--- src/rtl/hash_pkg.sv ---
// Shared definitions for the hash round controller and the SHA-1 / SHA-256 datapaths.
package hash_pkg;

    typedef enum logic [2:0] {
        IDLE   = 3'd0,
        LOAD   = 3'd1,
        ROUND  = 3'd2,
        UPDATE = 3'd3,
        WAIT   = 3'd4,
        DONE   = 3'd5
    } ctrl_state_t;

    typedef enum logic {
        MODE_SHA1   = 1'b0,
        MODE_SHA256 = 1'b1
    } hash_mode_t;

    localparam int R_SHA1_DEF   = 80;
    localparam int R_SHA256_DEF = 64;
    localparam int T_W_DEF      = 8;
    localparam int BLK_W_DEF    = 16;

endpackage

--- src/rtl/hash_round_cnt.sv ---
// Round index counter: clears to zero, steps when enabled and saturates at limit-1.
module hash_round_cnt
    import hash_pkg::*;
#(
    parameter int T_W = T_W_DEF
) (
    input  logic           clk,
    input  logic           rst_n,
    input  logic           clr,
    input  logic           en,
    input  logic [T_W-1:0] limit,
    output logic [T_W-1:0] cnt,
    output logic           last_round
);

    logic [T_W-1:0] cnt_r;
    logic [T_W-1:0] lim_m1_s;

    assign lim_m1_s   = limit - {{(T_W-1){1'b0}}, 1'b1};
    assign last_round = (cnt_r == lim_m1_s);
    assign cnt        = cnt_r;

    // Counter register; clear has priority, then a saturating increment.
    always_ff @(posedge clk or negedge rst_n) begin
        if (!rst_n) begin
            cnt_r <= {T_W{1'b0}};
        end else if (clr) begin
            cnt_r <= {T_W{1'b0}};
        end else if (en && !last_round) begin
            cnt_r <= cnt_r + {{(T_W-1){1'b0}}, 1'b1};
        end else begin
            cnt_r <= cnt_r;
        end
    end

endmodule

--- src/rtl/hash_round_ctrl.sv ---
// Round/block sequencer: walks one 512-bit block through load, rounds and chaining update,
// chaining blocks of a message through a valid/ready handshake.
module hash_round_ctrl
    import hash_pkg::*;
#(
    parameter int T_W      = T_W_DEF,
    parameter int R_SHA1   = R_SHA1_DEF,
    parameter int R_SHA256 = R_SHA256_DEF,
    parameter int BLK_W    = BLK_W_DEF
) (
    input  logic             clk,
    input  logic             rst_n,
    input  logic             valid,
    input  logic             last,
    input  logic             mode,
    input  logic             abort,
    output logic             ready,
    output logic [T_W-1:0]   t,
    output logic             load,
    output logic             first_blk,
    output logic             round_en,
    output logic             update,
    output logic             done,
    output logic             busy,
    output logic             mode_q,
    output logic [BLK_W-1:0] blk_cnt
);

    ctrl_state_t      state_r;
    hash_mode_t       mode_r;
    logic             last_r;
    logic             first_r;
    logic [BLK_W-1:0] blk_cnt_r;
    logic             ready_r;
    logic             load_r;
    logic             first_blk_r;
    logic             round_en_r;
    logic             update_r;
    logic             done_r;
    logic             busy_r;

    logic [T_W-1:0]   limit_s;
    logic             cnt_clr_s;
    logic             cnt_en_s;
    logic             last_round_s;

    // Round limit and counter control; t is held at zero outside ROUND/UPDATE/DONE.
    always_comb begin
        limit_s   = (mode_r == MODE_SHA256) ? T_W'(R_SHA256) : T_W'(R_SHA1);
        cnt_en_s  = 1'b0;
        cnt_clr_s = 1'b0;
        if (abort) begin
            cnt_clr_s = 1'b1;
        end else begin
            case (state_r)
                ROUND:   cnt_en_s  = 1'b1;
                UPDATE:  cnt_clr_s = !last_r;
                default: cnt_clr_s = 1'b1;
            endcase
        end
    end

    hash_round_cnt #(
        .T_W (T_W)
    ) u_round_cnt (
        .clk        (clk),
        .rst_n      (rst_n),
        .clr        (cnt_clr_s),
        .en         (cnt_en_s),
        .limit      (limit_s),
        .cnt        (t),
        .last_round (last_round_s)
    );

    // Controller FSM with registered strobes; abort overrides every transition.
    always_ff @(posedge clk or negedge rst_n) begin
        if (!rst_n) begin
            state_r     <= IDLE;
            mode_r      <= MODE_SHA1;
            last_r      <= 1'b0;
            first_r     <= 1'b0;
            blk_cnt_r   <= {BLK_W{1'b0}};
            ready_r     <= 1'b1;
            load_r      <= 1'b0;
            first_blk_r <= 1'b0;
            round_en_r  <= 1'b0;
            update_r    <= 1'b0;
            done_r      <= 1'b0;
            busy_r      <= 1'b0;
        end else begin
            load_r      <= 1'b0;
            first_blk_r <= 1'b0;
            round_en_r  <= 1'b0;
            update_r    <= 1'b0;
            done_r      <= 1'b0;
            if (abort) begin
                state_r   <= IDLE;
                mode_r    <= MODE_SHA1;
                last_r    <= 1'b0;
                first_r   <= 1'b0;
                blk_cnt_r <= {BLK_W{1'b0}};
                ready_r   <= 1'b1;
                busy_r    <= 1'b0;
            end else begin
                case (state_r)
                    IDLE: begin
                        if (valid) begin
                            state_r     <= LOAD;
                            mode_r      <= hash_mode_t'(mode);
                            last_r      <= last;
                            first_r     <= 1'b1;
                            blk_cnt_r   <= {{(BLK_W-1){1'b0}}, 1'b1};
                            load_r      <= 1'b1;
                            first_blk_r <= 1'b1;
                            ready_r     <= 1'b0;
                            busy_r      <= 1'b1;
                        end else begin
                            ready_r <= 1'b1;
                            busy_r  <= 1'b0;
                        end
                    end
                    LOAD: begin
                        state_r    <= ROUND;
                        round_en_r <= 1'b1;
                    end
                    ROUND: begin
                        if (last_round_s) begin
                            state_r  <= UPDATE;
                            update_r <= 1'b1;
                        end else begin
                            round_en_r <= 1'b1;
                        end
                    end
                    UPDATE: begin
                        if (last_r) begin
                            state_r <= DONE;
                            done_r  <= 1'b1;
                        end else begin
                            state_r <= WAIT;
                            ready_r <= 1'b1;
                        end
                    end
                    WAIT: begin
                        if (valid) begin
                            state_r     <= LOAD;
                            last_r      <= last;
                            first_r     <= 1'b0;
                            load_r      <= 1'b1;
                            first_blk_r <= 1'b0;
                            ready_r     <= 1'b0;
                            if (blk_cnt_r != {BLK_W{1'b1}}) begin
                                blk_cnt_r <= blk_cnt_r + {{(BLK_W-1){1'b0}}, 1'b1};
                            end else begin
                                blk_cnt_r <= blk_cnt_r;
                            end
                        end else begin
                            ready_r <= 1'b1;
                        end
                    end
                    DONE: begin
                        state_r <= IDLE;
                        ready_r <= 1'b1;
                        busy_r  <= 1'b0;
                    end
                    default: begin
                        state_r <= IDLE;
                        ready_r <= 1'b1;
                        busy_r  <= 1'b0;
                    end
                endcase
            end
        end
    end

    assign ready     = ready_r;
    assign load      = load_r;
    assign first_blk = first_blk_r & first_r;
    assign round_en  = round_en_r;
    assign update    = update_r;
    assign done      = done_r;
    assign busy      = busy_r;
    assign mode_q    = (mode_r == MODE_SHA256);
    assign blk_cnt   = blk_cnt_r;

endmodule

--- config.mk ---
export PLATFORM = sky130hd
export DESIGN_NAME = hash_round_ctrl
export DESIGN_NICKNAME = d
export VERILOG_FILES = /design/src/rtl/hash_pkg.sv /design/src/rtl/hash_round_cnt.sv /design/src/rtl/hash_round_ctrl.sv
export SDC_FILE = /design/constraint.sdc
export NUM_CORES = 1
export LEC_CHECK = 0
export ABC_CLOCK_PERIOD_IN_PS = 1700
export CAP_MARGIN = 20
export CORE_ASPECT_RATIO = 0.8
export CORE_MARGIN = 4
export CORE_UTILIZATION = 56
export DETAILED_ROUTE_END_ITERATION = 12
export DONT_BUFFER_PORTS = 1
export PLACE_DENSITY = 0.82
export RECOVER_POWER = 25
export SLEW_MARGIN = 20
export SYNTH_ARGS = -nofsm -noshare
export SYNTH_HDL_FRONTEND = slang
export SYNTH_SLANG_ARGS = --single-unit
--- constraint.sdc ---
create_clock -name clk -period 1.7 [get_ports clk]
set_input_delay 0.255 -clock clk [delete_from_list [all_inputs] [get_ports clk]]
set_output_delay 0.255 -clock clk [all_outputs]
set_load 0.01 [all_outputs]
* Yosys cells after proc, flatten, opt, wreduce, memory -nomap -nowiden
Cells that the tools add are included.
** Storage, ports and cells
- Output and inout bits :: 32
- Register bits :: 37
- Word-level logic and storage cells :: 96
- Input bits :: 6
** Operators by class
- Equality and inequality tests :: 14
- Bitwise operators :: 1
- Muxes and demuxes :: 47
- Reductions and logical operators :: 18
- Add/sub/neg operators :: 3
** Operators by type and width (number)
- 16-bit two-way mux :: 4
- 16-bit case mux with 2 select lines :: 1
- 1-bit two-way mux :: 30
- 16-bit by 1-bit adder with 16-bit output, second input constant :: 1
- 8-bit two-way mux :: 2
- 16-bit inequality test, second input constant :: 1
- 3-bit inequality test, second input constant :: 4
- 3-bit case mux with 4 select lines :: 1
- 3-bit two-way mux :: 3
- 8-bit by 1-bit adder with 8-bit output, second input constant :: 1
- 8-bit == test :: 1
- 1-bit case mux with 2 select lines :: 4
- 2-bit AND reduction :: 4
- 2-bit nonzero test :: 4
- 7-bit by 1-bit subtractor with 8-bit output, second input constant :: 1
- 3-bit by 2-bit == test with 1-bit output, second input constant :: 2
- 5-bit two-way mux :: 1
- 2-bit by 1-bit inequality test with 1-bit output, second input constant :: 2
- 4-bit AND reduction :: 1
- 2-bit OR reduction :: 2
- 4-bit OR reduction :: 1
- 3-bit by 1-bit == test with 1-bit output, second input constant :: 1
- 3-bit == test, second input constant :: 1
- 3-bit zero test :: 1
- other kinds (8) :: 9

* Longest topological paths before layout
Gate-level depths: netlist of run 1.
- Depth in word-level cells :: 7
- Depth in mapped cells :: 7
- Gate-level depth less buffers :: 6

* Modules after synthesis
Synthesis of run 1 repeated with hierarchy kept, for this count alone.
** Unflattened totals
- Cell total of the unflattened synthesis :: 249
- Area, all modules :: 2193.4 µm²
** By module, submodules not included
- hash_round_ctrl :: area each 1503.9 µm², seq. area each 726.9 µm², times used 1, cells an instance 167
- hash_round_cnt :: area each 689.4 µm², seq. area each 200.2 µm², times used 1, cells an instance 82

* Worst setup path after synthesis of run 1
Ideal clock, no wire load.
- Path kind :: flip-flop to flip-flop
- Start point :: reg blk_cnt_r[0] (netlist: blk_cnt[0])
- End point :: reg blk_cnt_r[10] (netlist: blk_cnt[10])
- Path buffers :: 1
- Setup slack :: -147 ps
- Period minus slack after synthesis :: 1847 ps
- Data arrival time :: 1752 ps
- Data required time :: 1605 ps
- Setup time :: 95 ps
- Cell stages (with the launch flop) :: 8
- Path through :: dfrtp_1 -> ha_1 -> nand3_1 -> nor3_2 -> a31o_2 -> buf_2 -> o21ai_0 -> o31ai_1
** Between the ends
- Cells in the longest elaborated chain, start to end :: 5
- Elaborated cells between the ends (all ways) :: 8
- Those cells by class :: add/sub (1); eq/ne (2); mux (4); reduce/logical (1)
** RTL lines
- from (decl) :: line hash_round_ctrl.sv:33 : logic [BLK_W-1:0] blk_cnt_r;
- from (signal assigned) :: line hash_round_ctrl.sv:82 : blk_cnt_r <= {BLK_W{1'b0}};
- from (signal assigned) :: line hash_round_ctrl.sv:101 : blk_cnt_r <= {BLK_W{1'b0}};
- from (signal assigned) :: line hash_round_ctrl.sv:112 : blk_cnt_r <= {{(BLK_W-1){1'b0}}, 1'b1};
- 16-bit by 1-bit adder with 16-bit output :: line hash_round_ctrl.sv:152 : blk_cnt_r <= blk_cnt_r + {{(BLK_W-1){1'b0}}, 1'b1};
- 16-bit two-way mux :: line hash_round_ctrl.sv:151 : if (blk_cnt_r != {BLK_W{1'b1}}) begin
- 16-bit two-way mux :: line hash_round_ctrl.sv:144 : if (valid) begin
- 16-bit case mux with 2 select lines :: line hash_round_ctrl.sv:105 : case (state_r)
- 16-bit two-way mux :: line hash_round_ctrl.sv:96 : if (abort) begin
Parallel ways exist; a longest one is shown, timed or not. The select of a mux whose other input is x is not followed.
A chain may end at the register's enable or synchronous reset.

* Worst setup path in the final report of run 1
- Start point :: reg blk_cnt_r[10] (netlist: blk_cnt[10])
- End point :: reg blk_cnt_r[3] (netlist: blk_cnt[3])
** Between the ends
- Cells in the longest elaborated chain, start to end :: 3
** RTL lines (line)
- 16-bit inequality test :: hash_round_ctrl.sv:151
- 3-bit inequality test (no line)
- 4-bit AND reduction (no line)
Every way passes these cells.

==> results.json, run 1 <==
{
  "status": "finished, final reports clean",
  "num-fill-cells": 232,
  "htree_levels": 2,
  "synth_fp_nets": 207,
  "yosys_warnings": 0,
  "numCtsBuffers": 5,
  "min_period_over_period_pct": 99.5,
  "hold_slack_ns": 0.0277,
  "crit_slowest_cell": "dfrtp_2",
  "drtIter0Drc": 102,
  "finalHoldViolations": 0,
  "ys_seq_area_share_pct": 49.3,
  "grt_usage_pct": 24.1,
  "io_pins": 38,
  "hp-start": "abort",
  "fp.dieW_um": 72.8,
  "cts_tree": "yes",
  "max_freq_mhz": 591,
  "fin_skew_ns": 0.0112,
  "syn_to_final_growth_pct": 25.5,
  "critPathRequiredTime_ns": 1.87,
  "fin_tns_setup_ns": 0,
  "gp_congestion": 0.898,
  "grt_max_degree": 38,
  "synth_top_area_cell": "dfrtp_1",
  "largest_register_ffs": 16,
  "place_hpwl_mm": 3.36,
  "grt_pass1_vias": 1660,
  "cts_sinks": 37,
  "nets": 246,
  "slowest_delay_ns": 0.40,
  "finalCoreUtilization_pct": 74.9,
  "maxCapViolations": 0,
  "min_period_ns": 1.69,
  "drt-total-wl_mm": 4.81,
  "insertedDiodeCount": 0,
  "initial_core_util_pct": 59.7,
  "r2r_cells": 5,
  "clkSlewWorstSetupHoldPaths_ns": 0.08,
  "rrSetupSlack_ns": 0.009,
  "route.detailed.drc": 0,
  "cp-start-kind": "flip-flop",
  "fp.dieH_um": 59.9,
  "yosysUniqueCellTypes": 40,
  "cts-root-buf": "clkbuf_8",
  "crit_arrival_ns": 1.86,
  "overflow": 0,
  "first_pass_iters": 5,
  "end_kind": "flip-flop",
  "rows": 18,
  "clkLatencyLatePin_ns": 0.29,
  "vias_per_cell": 6.19,
  "ys_async_sr_fraction_pct": 100,
  "synth.most_common_cell": "dfrtp_1",
  "dieArea_um2": 4360,
  "synth_ff_type": "dfrtp_1",
  "setup_violations": 0,
  "detail-route-antenna-nets": 0,
  "holdPathStages": 1,
  "crit_chain": "and4_4 > and4_1 > a31o_4 > o21ai_0 > o31ai_1",
  "synth_area_leaders": "dfrtp_1 (48%), o21ai_0 (6.6%), a21oi_1 (4.8%), nand3_1 (4.5%), nor2_1 (4.4%)",
  "synthCells": 199,
  "via_count": 1728,
  "synth-seq-cells": 37,
  "tightest_slew_ns": 0.921,
  "synth_edf_count": 0,
  "relSlewSlack_pct": 38.6,
  "min_delay_worst_endpoint": "last_r",
  "synthTopCellsByCount": "dfrtp_1 (36), o21ai_0 (25), nor2_1 (22)",
  "p_leak_nw": 1.06,
  "drive_gt1_share_pct": 28.0,
  "cts_max_path_buffers": 2,
  "r2r-end": "blk_cnt[3]",
  "rsz0062_at_grt": "yes",
  "reg2reg_from": "blk_cnt[10]",
  "worstSetupPathType": "reg -> reg",
  "power_density_nw_per_um2": 853,
  "netlist_area_um2": 1880,
  "core_um2": 3150,
  "port_buffers": 0,
  "antenna_found_initial": 0,
  "detail_route.wl_per_cell_um": 17.3,
  "slew_violations": 0,
  "grt_pass1_wl_mm": 7.87,
  "hold_path_class": "in -> reg",
  "avgSynthCellArea_um2": 9.46,
  "crit_fanout": 14,
  "peakVddDrop_mv": 0.670,
  "synth_top_area_share_pct": 47.9
}
==> worst max path at each step <==
stage	from	end	slack, ns	cells after the start
after floorplan	blk_cnt[0]	blk_cnt[4]	0.002	7
after global placement	state_r[0]	blk_cnt[15]	0.11	6
after detailed placement	blk_cnt[1]	blk_cnt[3]	0.04	6
after CTS	blk_cnt[1]	blk_cnt[3]	0.02	6
after global routing	blk_cnt[11]	blk_cnt[3]	-0.08	5
final	blk_cnt[10]	blk_cnt[3]	0.009	5
==> per-stage QoR <==
stage               power, mW  cells  setup WS [ns]  instance area (um^2)
floorplan                1.20    199        0.00176                  1890
global placement         1.28    265          0.111                  2150
detailed placement       1.29    265         0.0364                  2150
CTS                      1.99    275         0.0199                  2280
global route             2.11    279        -0.0770                  2360
finish                   2.01    279        0.00886                  2360
==> cell families (layout without fill, tap and decap cells) <==
kind of cell             count (synthesis)  after routing  share of synthesized area (%)
adder cells (fa/ha/maj)                  2              2                           1.33
buffers and inverters                   12             52                           2.93
XOR/XNOR                                 4              4                           1.86
AND/OR/NAND/NOR                         81             81                           24.6
multiplexers                             1              1                          0.598
flip-flops                              37             37                           49.3
AO/OA/AOI/OAI                           62             62                           19.4
==> routing by layer <==
metal / GRT usage (%) / vias up / wire length [um]
met5: 0 / - / 0
met4: 8.95 / 0 / 91
met3: 7.90 / 12 / 372
met2: 40.0 / 61 / 2340
met1: 29.4 / 842 / 2010
li1: - / 813 / -
==> cell type report <==
type / count / area, um^2 / area share (%)
sequential: 37 / 930 / 39.4
inverter: 5 / 18.8 / 0.794
multi-input combinational: 150 / 962 / 40.7
clock buffer: 7 / 96.3 / 4.08
timing repair buffer: 39 / 300 / 12.7
clock inverter: 1 / 5.00 / 0.212
tap: 40 / 50.0 / 2.12
==> critical path: cells and delay by family, from the launching register on <==
| kind | cells | cell delay [ns] |
|---|---|---|
| DFF | 1 | 0.40 |
| and+or+nand+nor | 2 | 0.47 |
| AOI/OAI and AO/OA | 3 | 0.69 |
==> power breakdown <==
group / internal, mW / switching [mW] / leakage, nW
combinational: 0.158 / 0.203 / 0.500
clock: 0.366 / 0.313 / 0.0542
sequential: 0.931 / 0.0427 / 0.503
total: 1.46 / 0.559 / 1.06
==> cells in the final DEF (no fill, tap or decap), types with 3 or more instances in the layout <==
cell type  synthesis  layout
buf_4              0      35
dfrtp_1           36      34
nor2_1            22      22
o21ai_0           25      22
a21oi_1           18      17
nand3_1           17      14
nand2_1           10      10
clkbuf_8           0       7
o31ai_1            6       6
inv_1              5       5
nor3_1             5       4
nor2b_1            4       4
and3_1             4       4
and2_1             3       3
nand4_1            3       3
a31oi_1            3       3
o21ai_1            0       3
==> timing repair <==
action	CTS	global route
hold endpoints to repair	37	0
gates resized for setup	0	16
hold buffers	2	0
buffers inserted	0	4
endpoints found under the setup margin	0	19
(Power assumes the default switching activity.)
==> run 2: changes to the inputs <==
--- a/config.mk
+++ b/config.mk
@@ -9,12 +9,14 @@
 export CAP_MARGIN = 20
 export CORE_ASPECT_RATIO = 0.8
 export CORE_MARGIN = 4
-export CORE_UTILIZATION = 56
+export CORE_UTILIZATION = 59
+export CTS_BUF_LIST = sky130_fd_sc_hd__clkbuf_4
 export DETAILED_ROUTE_END_ITERATION = 12
 export DONT_BUFFER_PORTS = 1
-export PLACE_DENSITY = 0.82
+export PLACE_DENSITY = 0.86
 export RECOVER_POWER = 25
 export SLEW_MARGIN = 20
 export SYNTH_ARGS = -nofsm -noshare
 export SYNTH_HDL_FRONTEND = slang
+export SYNTH_HIERARCHICAL = 1
 export SYNTH_SLANG_ARGS = --single-unit
==> run 2 against run 1 <==
The run now ends with setup timing left; clock power fell by 25%; clock skew rose by 0.011 ns; first-iteration DRC count rose to 3.5 times the previous value; flip-flop and latch count did not move; critical path type unchanged; highest routed layer unchanged.
==> results.json, run 2 <==
{
  "status": "complete, but fails checks",
  "violations": "setup timing",
  "cts_tree": "yes",
  "synth_edf_count": 0,
  "fin_tns_setup_ns": -3.93,
  "tightest_slew_ns": 0.923,
  "setup_violations": 24,
  "detail-route-antenna-nets": 0,
  "worstSetupStartpoint": "blk_cnt[0]",
  "p_total_mw": 1.72,
  "fp.dieH_um": 62.5,
  "antenna_found_initial": 0,
  "num-fill-cells": 183,
  "drtIter0Drc": 358,
  "final_common_cell": "buf_4",
  "crit_fanout": 5,
  "min_period_ns": 2.04,
  "dieArea_um2": 4760,
  "finalCoreUtilization_pct": 87.1,
  "p_sw_mw": 0.524,
  "synth.most_common_cell": "dfrtp_1",
  "overflow": 0,
  "clkLatencyLatePin_ns": 0.37,
  "slowest_delay_ns": 0.62,
  "crit_slowest_cell": "nor4_1",
  "crit_arrival_ns": 2.31,
  "clkSlewWorstSetupHoldPaths_ns": 0.14,
  "power_density_nw_per_um2": 566,
  "hold_slack_ns": 0.0333,
  "nets": 338,
  "grt_usage_pct": 29.2,
  "insertedDiodeCount": 0,
  "ys_async_sr_fraction_pct": 100,
  "syn_to_final_growth_pct": 38.7,
  "final_cell_area_um2": 3040,
  "yosysUniqueCellTypes": 50,
  "place_hpwl_mm": 4.22,
  "seq_power_share_pct": 54.0,
  "pwr-share-comb_pct": 16.4,
  "cts_sinks": 37,
  "cts_max_path_buffers": 2,
  "initial_core_util_pct": 62.8,
  "synth_top_area_share_pct": 41.1,
  "rrSetupSlack_ns": -0.34,
  "internal-power_mw": 1.20,
  "peakVddDrop_mv": 0.653,
  "detail_route.wl_per_cell_um": 20.1,
  "finalHoldViolations": 0,
  "numCtsBuffers": 5,
  "hp-start": "mode",
  "crit_chain": "buf_4 > buf_4 > nand2_1 > nor4_1 > nor2_1 > o21ai_1 > o31ai_2",
  "port_buffers": 0,
  "largest_register_ffs": 16,
  "grt_max_degree": 38,
  "fin_skew_ns": 0.0220,
  "synth_ff_type": "dfrtp_1",
  "synth_area_leaders": "dfrtp_1 (41%), a21oi_1 (4.8%), o31ai_1 (4.1%), nor2_1 (3.4%), o21ai_0 (3.4%)",
  "core_um2": 3490,
  "setup_ws_ns": -0.340,
  "p_leak_nw": 1.30,
  "netlist_area_um2": 2190,
  "drt-total-wl_mm": 7.47,
  "switching_share_pct": 30.4,
  "rows": 19,
  "worstSetupPathType": "reg -> reg",
  "max_freq_mhz": 490,
  "io_pins": 38,
  "relSlewSlack_pct": 38.5,
  "ys_seq_area_share_pct": 42.3,
  "vias_per_cell": 6.58,
  "htree_levels": 2,
  "cts-root-buf": "clkbuf_4",
  "gp_congestion": 0.850,
  "min_period_over_period_pct": 120,
  "grt_pass1_vias": 2374,
  "reg2reg_from": "blk_cnt[0]",
  "cp-start-kind": "flip-flop",
  "fp.dieW_um": 76.2,
  "route.detailed.drc": 0,
  "avgSynthCellArea_um2": 8.81,
  "synthTopCellsByCount": "dfrtp_1 (36), a21oi_1 (21), nor2_1 (20)",
  "critPathRequiredTime_ns": 1.97,
  "cpMostUsedCell": "buf_4",
  "yosys_warnings": 6,
  "end_kind": "flip-flop",
  "synthCells": 249,
  "slew_violations": 0,
  "drive_gt1_share_pct": 37.0,
  "first_pass_iters": 5,
  "via_count": 2447,
  "maxCapViolations": 0,
  "synth_top_area_cell": "dfrtp_1",
  "hold_path_class": "in -> reg",
  "synth-seq-cells": 37,
  "grt_pass1_wl_mm": 11.3,
  "rsz0062_at_grt": "yes",
  "placed_cell_area_um2": 2690,
  "final_cell_mix": "buf_4 (50), dfrtp_1 (33), conb_1 (26)",
  "p_clk_share_pct": 29.6
}
run 2: power by group through the flow:
stage          sequential, mW  clock [mW]  combinational (mW)
2_1_floorplan           0.942           0               0.149
3_3_place_gp            0.941           0               0.204
3_5_place_dp            0.943           0               0.212
4_1_cts                 0.926       0.487               0.259
5_1_grt                 0.931       0.554               0.309
6_report                0.929       0.509               0.282
run 2: cells by family (layout without fill, tap and decap cells):
logic type      after synthesis  after routing  synth area share [%]
flops                        37             37                  42.3
buf+inv                      23             79                  4.85
xor+xnor                      8              8                  3.19
mux                           1              1                 0.456
fa+ha+maj                     3              3                  1.71
other cells                   2             26                 0.342
compound gates               76             76                  21.7
simple gates                 99            100                  25.5
run 2: per-layer routing:
layer	global-route usage, %	share of wire (%)
met5	0	0
met4	10.3	4.2
met3	7.64	12
met2	47.0	46
met1	38.1	38
run 2: path summary, 6_finish.rpt:
kind                       depth (start not counted)            endpoint
hold / removal                                     2              mode_q
min in group asynchronous                          2          blk_cnt[0]
setup / recovery                                   7         blk_cnt[11]
setup reg to reg                                   7         blk_cnt[11]
hold reg to reg                                    1             first_r
max in group asynchronous                          2  u_round_cnt/cnt[3]
run 2: worst max-delay path, delay by kind of cell (launching register included):
| family | cells | cell delay (ns) |
|---|---|---|
| AND/OR/NAND/NOR | 3 | 0.89 |
| flip-flops | 1 | 0.43 |
| AO/OA/AOI/OAI | 2 | 0.33 |
| buffers and inverters | 2 | 0.28 |
run 2: cell type report:
type | count | area, um^2 | share of cell area (%)
inverters | 12 | 45.0 | 1.48
well taps | 42 | 52.6 | 1.73
multi-input cells | 214 | 1480 | 48.8
clock inverters | 2 | 10.0 | 0.329
clock buffers | 6 | 45.0 | 1.48
repair buffers | 59 | 475 | 15.6
flip-flops and latches | 37 | 931 | 30.6
run 2: timing repair:
action | in CTS | in global routing
buffers inserted | 5 | 1
cloned | 3 | 0
gates resized for setup | 23 | 31
pin swaps | 10 | 12
endpoints found under the hold margin | 48 | 10
setup endpoints to repair | 23 | 28
hold buffers | 3 | 1
run 2: per-stage QoR:
step	setup WS, ns	std cells
6_report	-0.340	372
3_5_place_dp	-0.131	352
3_3_place_gp	-0.0754	352
2_1_floorplan	-0.151	273
4_1_cts	-0.121	371
5_1_grt	-0.467	372
